File: config.mk
export PLATFORM = sky130hd
export DESIGN_NAME = alarm_set_ctrl_flat
export DESIGN_NICKNAME = d
export VERILOG_FILES = /design/src/rtl/alarm_set_ctrl_pkg.sv /design/src/rtl/alarm_set_ctrl_if.sv /design/src/rtl/alarm_set_ctrl_btn_fsm.sv /design/src/rtl/alarm_set_ctrl.sv /design/src/flat_wrapper.sv
export SDC_FILE = /design/constraint.sdc
export NUM_CORES = 1
export LEC_CHECK = 0
export BUFFER_PORTS_ARGS = -buffer_cell sky130_fd_sc_hd__buf_2
export CAP_MARGIN = 5
export CORE_ASPECT_RATIO = 2
export CORE_UTILIZATION = 60
export DETAILED_ROUTE_END_ITERATION = 10
export MAX_ROUTING_LAYER = met4
export PLACE_DENSITY = 0.9
export SYNTH_ARGS = -nofsm -noshare
export SYNTH_HDL_FRONTEND = slang
export SYNTH_HIERARCHICAL = 1
export SYNTH_SLANG_ARGS = --single-unit
export TNS_END_PERCENT = 100
File: constraint.sdc
create_clock -name clk -period 6.1 [get_ports clk]
set_input_delay 1.22 -clock clk [delete_from_list [all_inputs] [get_ports clk]]
set_output_delay 1.22 -clock clk [all_outputs]
set_load 0.02 [all_outputs]
File: src/rtl/alarm_set_ctrl_pkg.sv
// Shared types and constants for the alarm set controller: button FSM states,
// time-field widths/limits and the wrap-around increment helpers.
package alarm_pkg;

  localparam int HOUR_MAX = 23;
  localparam int MIN_MAX  = 59;
  localparam int HOUR_W   = 5;
  localparam int MIN_W    = 6;

  typedef enum logic [2:0] {
    ST_IDLE,
    ST_H_PRESS,
    ST_M_PRESS,
    ST_H_RPT,
    ST_M_RPT,
    ST_ABORT
  } btn_state_t;

  // max(1, clog2(n)): a single channel still needs a 1-bit selector
  function automatic int sel_width(input int n);
    return (n <= 2) ? 1 : $clog2(n);
  endfunction

  function automatic logic [HOUR_W-1:0] hour_wrap_inc(input logic [HOUR_W-1:0] h);
    return (h >= HOUR_W'(HOUR_MAX)) ? '0 : h + 1'b1;
  endfunction

  function automatic logic [MIN_W-1:0] min_wrap_inc(input logic [MIN_W-1:0] m);
    return (m >= MIN_W'(MIN_MAX)) ? '0 : m + 1'b1;
  endfunction

endpackage

File: src/rtl/alarm_set_ctrl_if.sv
// Button, channel-select, time-of-day and status bundle of the alarm set controller.
// master = environment driving buttons/time, slave = the controller.
interface alarm_set_ctrl_if
  import alarm_pkg::*;
#(
  parameter int NUM_CH = 4
);
  localparam int SEL_W = sel_width(NUM_CH);

  logic              set_en;
  logic              hours_set;
  logic              mins_set;
  logic [SEL_W-1:0]  ch_sel;
  logic [NUM_CH-1:0] ch_en;
  logic [HOUR_W-1:0] now_hour;
  logic [MIN_W-1:0]  now_min;
  logic              tick_min;

  logic              hours_inc;
  logic              mins_inc;
  logic [HOUR_W-1:0] sel_hour;
  logic [MIN_W-1:0]  sel_min;
  logic [NUM_CH-1:0] ring;

  modport master (
    output set_en, hours_set, mins_set, ch_sel, ch_en, now_hour, now_min, tick_min,
    input  hours_inc, mins_inc, sel_hour, sel_min, ring
  );

  modport slave (
    input  set_en, hours_set, mins_set, ch_sel, ch_en, now_hour, now_min, tick_min,
    output hours_inc, mins_inc, sel_hour, sel_min, ring
  );

endinterface

File: src/rtl/alarm_set_ctrl_btn_fsm.sv
// Hours/minutes button FSM with hold and auto-repeat counters. The *_stb outputs
// mark the edge on which an increment commits; *_inc are the registered pulses.
module alarm_btn_fsm
  import alarm_pkg::*;
#(
  parameter int HOLD_CYC = 8,
  parameter int RPT_CYC  = 4
) (
  input  logic clk,
  input  logic reset_n,
  input  logic set_en,
  input  logic hours_set,
  input  logic mins_set,
  output logic hour_stb,
  output logic min_stb,
  output logic hours_inc,
  output logic mins_inc,
  output logic idle
);

  localparam int CNT_MAX = (HOLD_CYC > RPT_CYC) ? HOLD_CYC : RPT_CYC;
  localparam int CNT_W   = $clog2(CNT_MAX + 1);
  localparam logic [CNT_W-1:0] HOLD_LAST = CNT_W'(HOLD_CYC - 1);
  localparam logic [CNT_W-1:0] RPT_LAST  = CNT_W'(RPT_CYC);

  btn_state_t       state;
  logic [CNT_W-1:0] cnt;
  logic [CNT_W-1:0] cnt_inc;
  logic [1:0]       btn;

  assign btn     = {hours_set, mins_set};
  assign cnt_inc = cnt + 1'b1;
  assign idle    = (state == ST_IDLE);

  // Commit decisions: release while pressing, hold threshold, or repeat period
  always_comb begin
    hour_stb = 1'b0;
    min_stb  = 1'b0;
    if (set_en) begin
      case (state)
        ST_H_PRESS: hour_stb = (btn == 2'b00) || (btn == 2'b10 && cnt_inc == HOLD_LAST);
        ST_M_PRESS: min_stb  = (btn == 2'b00) || (btn == 2'b01 && cnt_inc == HOLD_LAST);
        ST_H_RPT:   hour_stb = (btn == 2'b10) && (cnt_inc == RPT_LAST);
        ST_M_RPT:   min_stb  = (btn == 2'b01) && (cnt_inc == RPT_LAST);
        default: ;
      endcase
    end
  end

  always_ff @(posedge clk or negedge reset_n) begin
    if (!reset_n) begin
      state     <= ST_IDLE;
      cnt       <= '0;
      hours_inc <= 1'b0;
      mins_inc  <= 1'b0;
    end else begin
      hours_inc <= hour_stb;
      mins_inc  <= min_stb;
      if (!set_en) begin
        state <= ST_IDLE;
        cnt   <= '0;
      end else begin
        case (state)
          ST_IDLE: begin
            cnt <= '0;
            case (btn)
              2'b10:   state <= ST_H_PRESS;
              2'b01:   state <= ST_M_PRESS;
              2'b11:   state <= ST_ABORT;
              default: ;
            endcase
          end
          ST_H_PRESS: begin
            case (btn)
              2'b00: state <= ST_IDLE;
              2'b10: begin
                if (hour_stb) begin
                  state <= ST_H_RPT;
                  cnt   <= '0;
                end else begin
                  cnt <= cnt_inc;
                end
              end
              default: state <= ST_ABORT;
            endcase
          end
          ST_M_PRESS: begin
            case (btn)
              2'b00: state <= ST_IDLE;
              2'b01: begin
                if (min_stb) begin
                  state <= ST_M_RPT;
                  cnt   <= '0;
                end else begin
                  cnt <= cnt_inc;
                end
              end
              default: state <= ST_ABORT;
            endcase
          end
          ST_H_RPT: begin
            case (btn)
              2'b10:   cnt <= hour_stb ? '0 : cnt_inc;
              2'b00:   state <= ST_IDLE;
              default: state <= ST_ABORT;
            endcase
          end
          ST_M_RPT: begin
            case (btn)
              2'b01:   cnt <= min_stb ? '0 : cnt_inc;
              2'b00:   state <= ST_IDLE;
              default: state <= ST_ABORT;
            endcase
          end
          ST_ABORT: begin
            cnt <= '0;
            if (btn == 2'b00) state <= ST_IDLE;
          end
          default: begin
            state <= ST_IDLE;
            cnt   <= '0;
          end
        endcase
      end
    end
  end

endmodule

File: src/rtl/alarm_set_ctrl.sv
// Multi-channel alarm time storage with button editing and sticky ring flags.
// Increments commit on the same edge their pulse rises; sel_* is a combinational read.
module alarm_set_ctrl
  import alarm_pkg::*;
#(
  parameter int NUM_CH   = 4,
  parameter int HOLD_CYC = 8,
  parameter int RPT_CYC  = 4
) (
  input logic             clk,
  input logic             reset_n,
  alarm_set_ctrl_if.slave bus
);

  localparam int SEL_W = sel_width(NUM_CH);

  logic              hour_stb;
  logic              min_stb;
  logic              hours_inc;
  logic              mins_inc;
  logic              idle;
  logic [SEL_W-1:0]  edit_ch;
  logic              edit_ok;
  logic [HOUR_W-1:0] hour_q [NUM_CH];
  logic [MIN_W-1:0]  min_q  [NUM_CH];
  logic [NUM_CH-1:0] ring_q;

  alarm_btn_fsm #(
    .HOLD_CYC (HOLD_CYC),
    .RPT_CYC  (RPT_CYC)
  ) u_btn_fsm (
    .clk       (clk),
    .reset_n   (reset_n),
    .set_en    (bus.set_en),
    .hours_set (bus.hours_set),
    .mins_set  (bus.mins_set),
    .hour_stb  (hour_stb),
    .min_stb   (min_stb),
    .hours_inc (hours_inc),
    .mins_inc  (mins_inc),
    .idle      (idle)
  );

  // Tracking ch_sel only while idle freezes the target on the press-entry edge
  always_ff @(posedge clk or negedge reset_n) begin
    if (!reset_n) edit_ch <= '0;
    else if (idle) edit_ch <= bus.ch_sel;
  end

  assign edit_ok = (int'(edit_ch) < NUM_CH);

  always_ff @(posedge clk or negedge reset_n) begin
    if (!reset_n) begin
      for (int i = 0; i < NUM_CH; i++) begin
        hour_q[i] <= '0;
        min_q[i]  <= '0;
      end
      ring_q <= '0;
    end else begin
      for (int i = 0; i < NUM_CH; i++) begin
        if (hour_stb && edit_ok && int'(edit_ch) == i) hour_q[i] <= hour_wrap_inc(hour_q[i]);
        if (min_stb && edit_ok && int'(edit_ch) == i)  min_q[i]  <= min_wrap_inc(min_q[i]);
        // Match uses the pre-increment stored value; clear has priority over set
        if (!bus.ch_en[i] || bus.set_en)
          ring_q[i] <= 1'b0;
        else if (bus.tick_min && hour_q[i] == bus.now_hour && min_q[i] == bus.now_min)
          ring_q[i] <= 1'b1;
      end
    end
  end

  always_comb begin
    bus.sel_hour = '0;
    bus.sel_min  = '0;
    if (int'(bus.ch_sel) < NUM_CH) begin
      bus.sel_hour = hour_q[bus.ch_sel];
      bus.sel_min  = min_q[bus.ch_sel];
    end
  end

  assign bus.hours_inc = hours_inc;
  assign bus.mins_inc  = mins_inc;
  assign bus.ring      = ring_q;

endmodule

File: src/flat_wrapper.sv
// flat-port wrapper written by rule: the top's interface ports become plain ports
module alarm_set_ctrl_flat import alarm_pkg::*;
#(
  parameter int NUM_CH   = 4,
  parameter int HOLD_CYC = 8,
  parameter int RPT_CYC  = 4
)
  (clk, reset_n, bus_set_en, bus_hours_set, bus_mins_set, bus_ch_sel, bus_ch_en, bus_now_hour, bus_now_min, bus_tick_min, bus_hours_inc, bus_mins_inc, bus_sel_hour, bus_sel_min, bus_ring);
  alarm_set_ctrl_if #(.NUM_CH(NUM_CH)) bus_i ();
  input logic clk;
  input logic reset_n;
  input wire logic [$bits(bus_i.set_en)-1:0] bus_set_en;
  input wire logic [$bits(bus_i.hours_set)-1:0] bus_hours_set;
  input wire logic [$bits(bus_i.mins_set)-1:0] bus_mins_set;
  input wire logic [$bits(bus_i.ch_sel)-1:0] bus_ch_sel;
  input wire logic [$bits(bus_i.ch_en)-1:0] bus_ch_en;
  input wire logic [$bits(bus_i.now_hour)-1:0] bus_now_hour;
  input wire logic [$bits(bus_i.now_min)-1:0] bus_now_min;
  input wire logic [$bits(bus_i.tick_min)-1:0] bus_tick_min;
  output wire logic [$bits(bus_i.hours_inc)-1:0] bus_hours_inc;
  output wire logic [$bits(bus_i.mins_inc)-1:0] bus_mins_inc;
  output wire logic [$bits(bus_i.sel_hour)-1:0] bus_sel_hour;
  output wire logic [$bits(bus_i.sel_min)-1:0] bus_sel_min;
  output wire logic [$bits(bus_i.ring)-1:0] bus_ring;
  assign bus_i.set_en = bus_set_en;
  assign bus_i.hours_set = bus_hours_set;
  assign bus_i.mins_set = bus_mins_set;
  assign bus_i.ch_sel = bus_ch_sel;
  assign bus_i.ch_en = bus_ch_en;
  assign bus_i.now_hour = bus_now_hour;
  assign bus_i.now_min = bus_now_min;
  assign bus_i.tick_min = bus_tick_min;
  assign bus_hours_inc = bus_i.hours_inc;
  assign bus_mins_inc = bus_i.mins_inc;
  assign bus_sel_hour = bus_i.sel_hour;
  assign bus_sel_min = bus_i.sel_min;
  assign bus_ring = bus_i.ring;
  alarm_set_ctrl #(.NUM_CH(NUM_CH), .HOLD_CYC(HOLD_CYC), .RPT_CYC(RPT_CYC)) u_core (.clk(clk), .reset_n(reset_n), .bus(bus_i));
endmodule
==> summary.md, run 1 <==
| Metric | Value |
|---|---|
| Port Buffers | `39` |
| RSZ-0062 raised after global routing | `false` |
| Register bit count reported by yosys | `59` |
| Outcome | `completed` |
| Crit-path max FO | `9` |
| Setup TNS | `0 ns` |
| NetSw | `0.000334 W` |
| CP Capture Type | `flop` |
| R2R depth | `10` |
| Clk pwr share | `41.7%` |
| Share of the synthesized area in the top cell type | `35.8%` |
| Fin. max-slew vios | `0` |
| Ys flop type | `dfrtp_1` |
| Post-synthesis sequential area ratio | `35.8%` |
| Largest net degree at the start of global routing | `60` |
| Achievable Freq | `271 MHz` |
| Post-route ant nets | `0` |
| Total power | `0.00116 W` |
| Synthesis-to-finish area growth | `9.96%` |
| Post-Syn Area | `4120 µm²` |
| Avg Inst Size Synth | `9.45 µm²` |
| PwrDens | `257 nW/µm²` |
| Clk_lat worst skew | `0.33 ns` |
| Nets@finish | `482` |
| CTS tree | `done` |
| Reg power frac | `42.6%` |
| Sink Count | `59` |
| Area contributors post-synth | `dfrtp_1, xnor2_1, mux4_2, o21ai_0, nand2_1` |
| Drt drc | `0` |
| Crit path launch type | `primary input` |
| DR vias | `3,602` |
| Area leader, netlist | `dfrtp_1` |
| Yosys Warn Count | `6` |
| Hold Path Stages | `1` |
| Clock root cell | `clkbuf_16` |
| Hold-fix buffers, CTS | `0` |
| Reg2reg end | `u_core/min_q[23]$_DFFE_PN0P_` |
| Post-synth EDFFs | `0` |
| Drt wl/cell | `19.1 µm` |
| FFs w/ async S/R, synth | `100%` |
| H-tree levels | `3` |
| Post-CTS Setup Inserts | `0` |
| HP Start | `u_core/bus.ring[3]$_DFFE_PN0P_` |
| Vias per cell | `6.65` |
| Slew @ Worst Pin | `1.04 ns` |
| Syn Inst Count | `436` |
| First-pass DRT Iterations | `6` |
| Syn_nets | `469` |
| Ant diodes | `0` |
| Final Hold Viols | `0` |
| Die area | `7220 µm²` |
| Relative slew slack | `30.3%` |
| HPWL Detailed | `7.44 mm` |
| Core ar. | `6620 µm²` |
| Crit Reg-Reg Startpoint | `u_core/u_btn_fsm/cnt[0]$_DFFE_PN0P_` |
| Post-layout min period | `3.69 ns` |
| Delay-heaviest family, CP | `compound AO/OA/AOI/OAI gates` |
| R2r setup slk | `2.76 ns` |
| Internal | `0.000831 W` |
| Crit path DAT | `3.94 ns` |
| Vias in the first global route | `3,626` |
| Max clock buf depth | `2` |
| Num CTS Buffers | `9` |
| Worst-path clk slew | `0.05 ns` |
| Largest stage delay on the critical path | `0.81 ns` |
| CP max-delay cell | `a21boi_0` |
| Placer Congestion | `0.912` |
| Worst Clk Skew | `0.00522 ns` |
| Leakage | `2.00 nW` |
| Initial Util | `62.2%` |
| Die Ht | `119 µm` |
| WHS Endpoint | `u_core/bus.ring[3]$_DFFE_PN0P_` |
| Switching Fraction | `28.7%` |
| VDD IR max | `0.000238 V` |
| Layout cells sized above 1 | `17.8%` |
| Buf+Inv Stages, Crit Path | `1` |
| First-pass GRT wire length | `17.3 mm` |
| # IOs | `40` |
| Logic pwr share | `15.7%` |
| Top post-synthesis cells by count | `dfrtp_1, nand2_1, o21ai_0` |
| Gr ovfl total | `0` |
| Setup Viol. Count Final | `0` |
| Setup Crit Path Kind | `in -> reg` |
| Max cap viols | `0` |
| Row count | `42` |
| Netlist cell types | `60` |
| Initial antenna violation count | `0` |
| Required @ worst endpoint | `6.36 ns` |
| Critical-path cell list | `buf_2 > or4b_4 > a211oi_2 > nor2_1 > a21boi_0 > nor3b_2 > nand4_1 > o21ba_2 > a21oi_1` |
| Die W | `60.6 µm` |
| GRT Total Usage | `33.6%` |
| Final wirelength | `10.3 mm` |
| Initial DRC Count | `281` |
| Most frequent cell after synthesis | `dfrtp_1` |
| Period Utilization, post-route | `60.5%` |
| HP Class | `reg -> reg` |
| CTS resizes | `0` |
-- layout make-up --
| class | instances | area (µm²) |
|---|---|---|
| inverter | 5 | 18.8 |
| timing repair buffer | 40 | 203 |
| clock inverter | 1 | 5.00 |
| sequential | 59 | 1480 |
| multi-input combinational | 334 | 2430 |
| clock buffer | 15 | 288 |
| tap | 88 | 110 |
| fill | 518 | 2090 |
-- power groups by stage --
stage | Sequential [W] | Clock, W | Combinational [W]
floorplan | 0.000447 | 0 | 0.000179
global placement | 0.000496 | 0 | 0.000172
detailed placement | 0.000498 | 0 | 0.000178
CTS | 0.000493 | 0.000489 | 0.000182
global route | 0.000501 | 0.000510 | 0.000200
finish | 0.000496 | 0.000485 | 0.000183
-- worst reg2reg max path: stages (launching register included) --
cell	delay (ns)
dfrtp_1	0.43
inv_1	0.08
ha_1	0.22
or4bb_1	0.51
a21oi_1	0.16
nor2_1	0.09
a21boi_0	0.81
nor3b_2	0.45
nand4_1	0.17
o21ba_2	0.24
a21oi_1	0.11
-- kinds of logic (layout without fill, tap and decap cells) --
logic type	Yosys count	count (layout)	synth area share, %
multiplexers	15	15	7.14
flip-flops	59	59	35.8
buffers and inverters	43	61	5.19
AO/OA/AOI/OAI	122	122	19.8
adder cells (fa/ha/maj)	10	10	3.04
AND/OR/NAND/NOR	143	143	19.1
XOR/XNOR	44	44	9.90
-- sequential cells by signal, summed over array words and instances, names as in the netlist --
signal	count
u_core/hour_q	20
u_core/min_q	24
u_core/bus.ring	4
u_core/u_btn_fsm/mins_inc	1
u_core/u_btn_fsm/hours_inc	1
u_core/u_btn_fsm/cnt	4
u_core/u_btn_fsm/state	3
u_core/edit_ch	2
-- worst max-delay path by stage --
stage,from,end,slack (ns),cells past startpoint
floorplan,bus_ch_sel[0],bus_sel_min[2],2.71,2
global placement,bus_hours_set,u_core/min_q[23]$_DFFE_PN0P_,2.37,9
detailed placement,bus_hours_set,u_core/min_q[23]$_DFFE_PN0P_,2.15,9
CTS,bus_hours_set,u_core/min_q[23]$_DFFE_PN0P_,2.46,9
global route,bus_hours_set,u_core/min_q[16]$_DFFE_PN0P_,2.26,8
finish,bus_hours_set,u_core/min_q[23]$_DFFE_PN0P_,2.41,9
-- routing by layer --
metal | global-route usage (%) | part of all wire, % | up-vias
met5 | - | 0 | -
met4 | 20.3 | 4.8 | 0
met3 | 7.71 | 6.3 | 42
met2 | 53.4 | 54 | 184
met1 | 36.7 | 35 | 1751
li1 | - | - | 1625
-- placed cells by master, fill, tap and decap left out, types with 5 or more instances in the layout --
master / n
dfrtp_1: 59
nand2_1: 42
o21ai_0: 41
buf_2: 39
xnor2_1: 29
a21oi_1: 20
nand3_1: 19
nand4_1: 15
xor2_1: 12
nor2b_1: 11
nor3_1: 11
mux4_2: 10
a21o_1: 10
ha_1: 10
clkbuf_16: 9
nor2_1: 9
a31oi_1: 7
o31ai_1: 7
a22o_1: 6
nand2b_1: 6
o2111a_1: 5
inv_1: 5
a21boi_0: 5
-- stage by stage --
step / hold WS, ns / worst slack [ns] / util [%] / std cells / area [µm²]
global placement: 0.508 / 2.37 / 64.0 / 526 / 4240
floorplan: 0.525 / 2.71 / - / 436 / 4120
finish: 0.531 / 2.41 / 68.4 / 542 / 4530
detailed placement: 0.508 / 2.15 / 64.0 / 526 / 4240
CTS: 0.534 / 2.46 / 68.4 / 542 / 4530
global route: 0.548 / 2.26 / 68.4 / 542 / 4530
(Power assumes the default switching activity.)
==> run 2: changes to the inputs <==
--- a/config.mk
+++ b/config.mk
@@ -5,13 +5,14 @@
 export SDC_FILE = /design/constraint.sdc
 export NUM_CORES = 1
 export LEC_CHECK = 0
+export ABC_AREA = 1
 export BUFFER_PORTS_ARGS = -buffer_cell sky130_fd_sc_hd__buf_2
 export CAP_MARGIN = 5
 export CORE_ASPECT_RATIO = 2
-export CORE_UTILIZATION = 60
+export CORE_UTILIZATION = 54
 export DETAILED_ROUTE_END_ITERATION = 10
 export MAX_ROUTING_LAYER = met4
-export PLACE_DENSITY = 0.9
+export PLACE_DENSITY = 0.86
 export SYNTH_ARGS = -nofsm -noshare
 export SYNTH_HDL_FRONTEND = slang
 export SYNTH_HIERARCHICAL = 1
==> constraint.sdc (replaced) <==
create_clock -name clk -period 3.2 [get_ports clk]
set_input_delay 0.64 -clock clk [delete_from_list [all_inputs] [get_ports clk]]
set_output_delay 0.64 -clock clk [all_outputs]
set_load 0.02 [all_outputs]
==> run 2 against run 1 <==
  * Clock power is 110% higher
  * Sequential share of layout area fell by 2.0 points
  * Die area rose by 13%
  * Critical path type is now in -> out
  * Largest cell class unchanged
==> summary.md, run 2 <==
| Metric | Value |
|---|---|
| RSZ-0062 raised after global routing | `false` |
| Post-CTS Setup Inserts | `0 (unchanged)` |
| Num CTS Buffers | `9 (unchanged)` |
| Required @ worst endpoint | `2.56 ns (-3.80 ns)` |
| Achievable Freq | `404 MHz` |
| VDD IR max | `0.000491 V (+110%)` |
| Fin Hold WS | `0.234 ns (-0.297 ns)` |
| Netlist cell types | `32 (-47%)` |
| Post-synthesis adder-cell area fraction | `2.98% (-0.060 points)` |
| Met3 Track Usage GR | `6.12% (-1.6 points)` |
| Setup TNS | `0 ns (unchanged)` |
| Slew @ Worst Pin | `0.632 ns (-0.405 ns)` |
| Placed cell count | `794 (+51%)` |
| Register bit count reported by yosys | `59 (unchanged)` |
| # IOs | `40 (unchanged)` |
| Number of flip-flops under the largest register name | `24 (unchanged)` |
| Ant diodes | `0 (unchanged)` |
| Initial antenna violation count | `0 (unchanged)` |
| Logic pwr share | `38.8% (+23 points)` |
| Clk_lat worst skew | `0.33 ns (about the same)` |
| Sink Count | `59 (unchanged)` |
| Hold-fix buffers, CTS | `0 (unchanged)` |
| Syn Inst Count | `664 (+52%)` |
| Worst-path clk slew | `0.05 ns (about the same)` |
| Max cap viols | `0 (unchanged)` |
| Port Buffers | `39 (unchanged)` |
| Synth Area in XOR/XNOR | `0.417% (-9.5 points)` |
| Post-Syn Area | `4200 µm² (+2.0%)` |
| Synthesis-to-finish area growth | `14.9%` |
| Internal | `0.00214 W (+160%)` |
| CP Capture Type | `output pin` |
| Ys flop type | `dfrtp_1` |
| Leakage | `2.62 nW (+31%)` |
| Vias in the first global route | `4,636 (+28%)` |
| FFs w/ async S/R, synth | `100% (unchanged)` |
| Worst Clk Skew | `0.00347 ns (-0.00175 ns)` |
| Compound-gate portion of the synthesized area | `13.0% (-6.8 points)` |
| Max clock buf depth | `2 (unchanged)` |
| Die W | `64.4 µm (+6.2%)` |
| Final Hold Viols | `0 (unchanged)` |
| Commonest cells after routing, fill and taps aside | `nand2_1, inv_1, nor2_1` |
| Outcome | `completed` |
| DR vias | `4,643 (+29%)` |
| Drt wl/cell | `15.1 µm (-21%)` |
| Fill cells | `708 (+37%)` |
| Post-layout min period | `2.47 ns` |
| Setup Crit Path Kind | `in -> out` |
| M2 GR Usage | `57.9% (+4.5 points)` |
| Area contributors post-synth | `dfrtp_1, nand2_1, inv_1, nand3_1, nor2_1` |
| Yosys Warn Count | `6 (unchanged)` |
| Drt drc | `0 (unchanged)` |
| Clk pwr share | `26.7% (-15 points)` |
| Most frequent cell after synthesis | `nand2_1` |
| Die area | `8160 µm² (+13%)` |
| Setup Viol. Count Final | `0 (unchanged)` |
| Post-route ant nets | `0 (unchanged)` |
| Crit-path max FO | `22 (+13)` |
| Vias per cell | `5.73 (-14%)` |
| R2R depth | `15 (+5)` |
| Period Utilization, post-route | `77.3%` |
| Regs by FF count | `u_core/min_q (24), u_core/hour_q (20)` |
| Layout cells sized above 1 | `11.5% (-6.4 points)` |
| First-pass GRT wire length | `20.3 mm (+17%)` |
| Layout Cells excl Fill | `810 (+49%)` |
| CTS resizes | `0 (unchanged)` |
| HP Class | `in -> async` |
| Crit path DAT | `1.83 ns (-2.11 ns)` |
| Simple-Gate Fraction of Synth Area | `38.8% (+20 points)` |
| Top post-synthesis cells by count | `nand2_1, inv_1, nor2_1` |
| R2r setup slk | `0.74 ns (-2.02 ns)` |
| Core ar. | `7540 µm² (+14%)` |
| Share of the synthesized area in the top cell type | `35.1% (-0.70 points)` |
| Final wirelength | `12.3 mm (+18%)` |
| Largest family of logic cells by synthesized area | `simple AND/OR/NAND/NOR gates` |
| Relative slew slack | `57.8% (+28 points)` |
| Syn_nets | `697 (+49%)` |
| Met1 usage | `31.1% (-5.6 points)` |
| First-pass DRT Iterations | `6 (unchanged)` |
| Initial DRC Count | `449 (+60%)` |
| Nets@finish | `744 (+54%)` |
| HPWL Detailed | `9.40 mm (+26%)` |
| Register with the most flip-flops | `u_core/min_q` |
| Clock root cell | `clkbuf_16` |
| Crit path launch type | `primary input` |
| Largest net degree at the start of global routing | `24 (-60%)` |
| Commonest non-fill, non-tap cell in the layout | `nand2_1` |
| Reg power frac | `34.5% (-8.1 points)` |
| Area leader, netlist | `dfrtp_1` |
| NetSw | `0.00165 W (+390%)` |
| H-tree levels | `3 (unchanged)` |
| PwrDens | `786 nW/µm² (+210%)` |
| Switching Fraction | `43.5% (+15 points)` |
| Reg2reg end | `u_core/min_q[4]$_DFFE_PN0P_` |
| Avg Inst Size Synth | `6.33 µm² (-33%)` |
| Initial Util | `55.7% (-6.5 points)` |
| Placer Congestion | `0.958 (+5.0%)` |
| CTS tree | `done` |
| GRT Total Usage | `33.2% (-0.34 points)` |
| Gr ovfl total | `0 (unchanged)` |
| Busiest grt layer | `met2` |
| Row count | `45 (+7.1%)` |
| Mux contribution to synthesized area | `0% (-7.1 points)` |
| Post-synth EDFFs | `0 (unchanged)` |
| Crit Reg-Reg Startpoint | `u_core/u_btn_fsm/cnt[0]$_DFFE_PN0P_` |
| Die Ht | `127 µm (+6.4%)` |
| Post-synthesis sequential area ratio | `35.1% (-0.70 points)` |
| Fin. max-slew vios | `0 (unchanged)` |
## run 2: power groups by stage
stage | Clock, W | Combinational, W | Sequential [W]
floorplan | 0 | 0.00110 | 0.00120
global placement | 0 | 0.00139 | 0.00130
global route | 0.00106 | 0.00168 | 0.00133
detailed placement | 0 | 0.00143 | 0.00130
finish | 0.00101 | 0.00147 | 0.00131
CTS | 0.00104 | 0.00145 | 0.00129
## run 2: critical path: stages
cell and delay (ns):
buf_2 0.13, inv_1 0.47, o21ai_0 0.20, a21oi_1 0.17
a21oi_1 0.06, buf_2 0.16
## run 2: metal layers
layer	vias up	share of wire, %
li1	2224	-
met1	2150	36
met2	201	52
met3	68	4.7
met4	0	6.9
met5	-	0
## run 2: cells by family after synthesis
| logic type | count (synthesis) |
|---|---|
| buffers and inverters | 109 |
| and+or+nand+nor | 380 |
| xor gates and xnor gates | 2 |
| AOI/OAI and AO/OA | 104 |
| adders and majority gates | 10 |
| DFF | 59 |
## run 2: how the worst max path moves through the flow
stage	from	end	slack [ns]	cells past startpoint
after floorplan	bus_ch_sel[0]	bus_sel_hour[0]	1.10	4
after CTS	bus_ch_sel[1]	bus_sel_hour[2]	0.74	6
after detailed placement	bus_ch_sel[1]	bus_sel_hour[2]	0.74	6
after global placement	bus_hours_set	u_core/min_q[4]$_DFFE_PN0P_	0.77	12
after global routing	u_core/u_btn_fsm/cnt[0]$_DFFE_PN0P_	u_core/min_q[4]$_DFFE_PN0P_	0.42	15
final	bus_ch_sel[1]	bus_sel_hour[2]	0.73	6
## run 2: through the flow
stage	util (%)	instance area, µm²	setup slack [ns]	power, W
floorplan	-	4200	1.10	0.00230
detailed placement	59.9	4520	0.739	0.00273
finish	64.0	4830	0.726	0.00380
CTS	64.0	4830	0.741	0.00378
global route	64.0	4830	0.421	0.00407
global placement	59.9	4520	0.768	0.00269
## run 2: area by class of cell
type,count,area (µm²),share of cell area (%)
clock buffer,11,233,4.82
clock inverter,5,77.6,1.61
inverter,102,383,7.93
multi-input combinational,496,2320,48.0
sequential,59,1480,30.6
tap,94,118,2.44
timing repair buffer,43,225,4.66
==> run 3: changes to the inputs <==
--- a/config.mk
+++ b/config.mk
@@ -5,14 +5,14 @@
 export SDC_FILE = /design/constraint.sdc
 export NUM_CORES = 1
 export LEC_CHECK = 0
-export ABC_AREA = 1
+export ABC_AREA = 0
 export BUFFER_PORTS_ARGS = -buffer_cell sky130_fd_sc_hd__buf_2
 export CAP_MARGIN = 5
 export CORE_ASPECT_RATIO = 2
-export CORE_UTILIZATION = 54
+export CORE_UTILIZATION = 60
 export DETAILED_ROUTE_END_ITERATION = 10
 export MAX_ROUTING_LAYER = met4
-export PLACE_DENSITY = 0.86
+export PLACE_DENSITY = 0.9
 export SYNTH_ARGS = -nofsm -noshare
 export SYNTH_HDL_FRONTEND = slang
 export SYNTH_HIERARCHICAL = 1
==> constraint.sdc (replaced) <==
create_clock -name clk -period 2.5 [get_ports clk]
set_input_delay 0.5 -clock clk [delete_from_list [all_inputs] [get_ports clk]]
set_output_delay 0.5 -clock clk [all_outputs]
set_load 0.02 [all_outputs]
==> run 3 against run 2 <==
  * Clock skew increased by 0.0024 ns
  * Non-clock buffer count increased by 24
  * Routed wire length shrank 8.4%
  * Final area rose by 0.75%
==> summary.md, run 3 (synthesis gave the netlist of run 1 again) <==
| Metric | Value |
|---|---|
| Largest stage delay on the critical path | `0.49 ns (+0.02 ns)` |
| Clock root cell | `clkbuf_16` |
| Register area | `1480 µm² (+0.17%)` |
| Nets@finish | `510 (-31%)` |
| Fill cells | `475 (-33%)` |
| Worst Clk Skew | `0.00583 ns (+0.00237 ns)` |
| M2 GR Usage | `54.5% (-3.4 points)` |
| Crit path DAT | `2.70 ns (+0.87 ns)` |
| Worst-path clk slew | `0.05 ns (about the same)` |
| RSZ-0062 raised after global routing | `true` |
| GRT Total Usage | `35.5% (+2.2 points)` |
| Setup Crit Path Kind | `reg -> reg` |
| Achievable Freq | `410 MHz` |
| Crit path launch type | `flop` |
| DR vias | `3,793 (-18%)` |
| Num CTS Buffers | `9 (unchanged)` |
| Final wirelength | `11.2 mm (-8.4%)` |
| Max clock buf depth | `2 (unchanged)` |
| Max cap viols | `0 (unchanged)` |
| Commonest cells after routing, fill and taps aside | `dfrtp_1, nand2_1, buf_2` |
| Row count | `42 (-6.7%)` |
| Fin. max-slew vios | `0 (unchanged)` |
| Buf+Inv Stages, Crit Path | `2 (-1)` |
| Required @ worst endpoint | `2.75 ns (+0.19 ns)` |
| Total power | `0.00297 W (-22%)` |
| Gr ovfl total | `0 (unchanged)` |
| Sink Count | `59 (unchanged)` |
| Final Hold Viols | `0 (unchanged)` |
| Met1 usage | `38.4% (+7.3 points)` |
| First-pass DRT Iterations | `5 (-1)` |
| Die Ht | `119 µm (-6.0%)` |
| Critical-path cell list | `ha_4 > or4bb_1 > a21oi_2 > nor2_2 > a21boi_2 > buf_6 > buf_4 > nand3b_1 > nor2_1 > a31oi_1 > a21oi_1` |
| H-tree levels | `3 (unchanged)` |
| Layout Cells excl Fill | `570 (-30%)` |
| Regs by FF count | `u_core/min_q (24), u_core/hour_q (20)` |
| Drt drc | `0 (unchanged)` |
| # IOs | `40 (unchanged)` |
| Setup Viol. Count Final | `0 (unchanged)` |
| CTS tree | `done` |
| Setup TNS | `0 ns (unchanged)` |
| Core ar. | `6620 µm² (-12%)` |
| Ant diodes | `0 (unchanged)` |
| Crit-path max FO | `5 (-77%)` |
| Met3 Track Usage GR | `10.3% (+4.2 points)` |
| Initial Util | `62.2% (+6.5 points)` |
| Die area | `7220 µm² (-11%)` |
| Initial DRC Count | `347 (-23%)` |
| HP Class | `in -> async` |
| Die W | `60.6 µm (-5.9%)` |
| Post-route ant nets | `0 (unchanged)` |
| Initial antenna violation count | `0 (unchanged)` |
| PwrDens | `610 nW/µm² (-22%)` |
| VDD IR max | `0.000622 V (+27%)` |
| Placer Congestion | `0.968 (+1.1%)` |
| HPWL Detailed | `7.94 mm (-16%)` |
| Busiest grt layer | `met2` |
| Largest net degree at the start of global routing | `29 (+21%)` |
| CP Capture Type | `flop` |
| Number of flip-flops under the largest register name | `24 (unchanged)` |
| First-pass GRT wire length | `18.2 mm (-10%)` |
| Period Utilization, post-route | `97.6%` |
| Placed cell count | `544 (-31%)` |
| Clk_lat worst skew | `0.34 ns (about the same)` |
| Vias in the first global route | `3,803 (-18%)` |
| Slew @ Worst Pin | `0.666 ns (+0.0336 ns)` |
| Post-layout min period | `2.44 ns` |
| Register with the most flip-flops | `u_core/min_q` |
| Commonest non-fill, non-tap cell in the layout | `dfrtp_1` |
| CP max-delay cell | `or4bb_1` |
| Delay-heaviest family, CP | `simple AND/OR/NAND/NOR gates` |
| Leakage | `2.18 nW (-17%)` |
| Hold-fix buffers, CTS | `0 (unchanged)` |
| Synthesis-to-finish area growth | `18.1%` |
| Layout cells sized above 1 | `26.3% (+15 points)` |
| Relative slew slack | `55.6% (-2.2 points)` |
| Outcome | `completed` |
| Port Buffers | `39 (unchanged)` |
| Vias per cell | `6.65 (+16%)` |
| Multi-input logic area | `2530 µm² (+9.2%)` |
| Drt wl/cell | `19.7 µm (+30%)` |
[run 3: cell types whose count changed in the layout (fill, tap and decap cells not counted), sizes merged, moves of 10 or more]
| cell | before | now |
|---|---|---|
| a21oi | 47 | 20 |
| nand3 | 51 | 20 |
| nor2 | 70 | 9 |
| inv | 102 | 5 |
| nor2b | 0 | 11 |
| a21o | 0 | 10 |
| mux4 | 0 | 11 |
| xnor2 | 0 | 32 |
| nand2 | 218 | 42 |
| nor3 | 27 | 11 |
| xor2 | 2 | 12 |
| buf | 43 | 67 |
[run 3: worst register-to-register path, cell delays in order (launching register included)]
cell      delay, ns
dfrtp_1        0.42
ha_4           0.18
or4bb_1        0.49
a21oi_2        0.16
nor2_2         0.08
a21boi_2       0.19
buf_6          0.15
buf_4          0.11
nand3b_1       0.17
nor2_1         0.16
a31oi_1        0.10
a21oi_1        0.15
[run 3: layer usage]
layer / up-vias / part of all wire [%]
met1: 1858 / 35
li1: 1685 / -
met5: - / 0
met4: 0 / 5.2
met2: 201 / 54
met3: 49 / 6.1
[run 3: repair_timing]
item                       CTS  global route
setup endpoints to repair   11            38
resized for setup            6            23
setup buffers                5             3
pin swaps                    0            12
cloned                       2             0
[run 3: report_power, final]
group | switching, W | internal [W] | leakage (nW)
Combinational | 0.000241 | 0.000239 | 1.22
Sequential | 0.000182 | 0.00103 | 0.805
Clock | 0.000431 | 0.000848 | 0.155
Total | 0.000854 | 0.00212 | 2.18
[run 3: stage by stage]
stage               setup slack (ns)  instance area [µm²]  hold WS, ns  utilization [%]
floorplan                     0.0254                 4130        0.204                -
global placement              0.0309                 4380        0.492             66.1
detailed placement           -0.0943                 4380        0.503             66.1
CTS                           0.0109                 4770        0.204             72.1
global route                  -0.117                 4870        0.233             73.5
finish                        0.0594                 4870        0.196             73.5
[run 3: cell type report]
type                       instances  area share [%]
clock buffer                      12            5.48
clock inverter                     4           0.977
inverter                           5           0.386
multi-input combinational        335            52.0
sequential                        59            30.4
tap                               88            2.26
timing repair buffer              67            8.51
[run 3: path summary, 6_finish.rpt]
path | from | slack (ns) | end | cells past startpoint
worst max-delay path | u_core/u_btn_fsm/cnt[1]$_DFFE_PN0P_ | 0.06 | u_core/min_q[17]$_DFFE_PN0P_ | 11
worst min-delay path | reset_n | 0.20 | u_core/hour_q[17]$_DFFE_PN0P_ | 1
worst max register to register | u_core/u_btn_fsm/cnt[1]$_DFFE_PN0P_ | 0.06 | u_core/min_q[17]$_DFFE_PN0P_ | 11
worst min register to register | u_core/bus.ring[3]$_DFFE_PN0P_ | 0.53 | u_core/bus.ring[3]$_DFFE_PN0P_ | 1
max in group asynchronous | reset_n | 1.60 | u_core/u_btn_fsm/cnt[0]$_DFFE_PN0P_ | 2
min in group clk | bus_ch_en[0] | 0.44 | u_core/bus.ring[0]$_DFFE_PN0P_ | 3
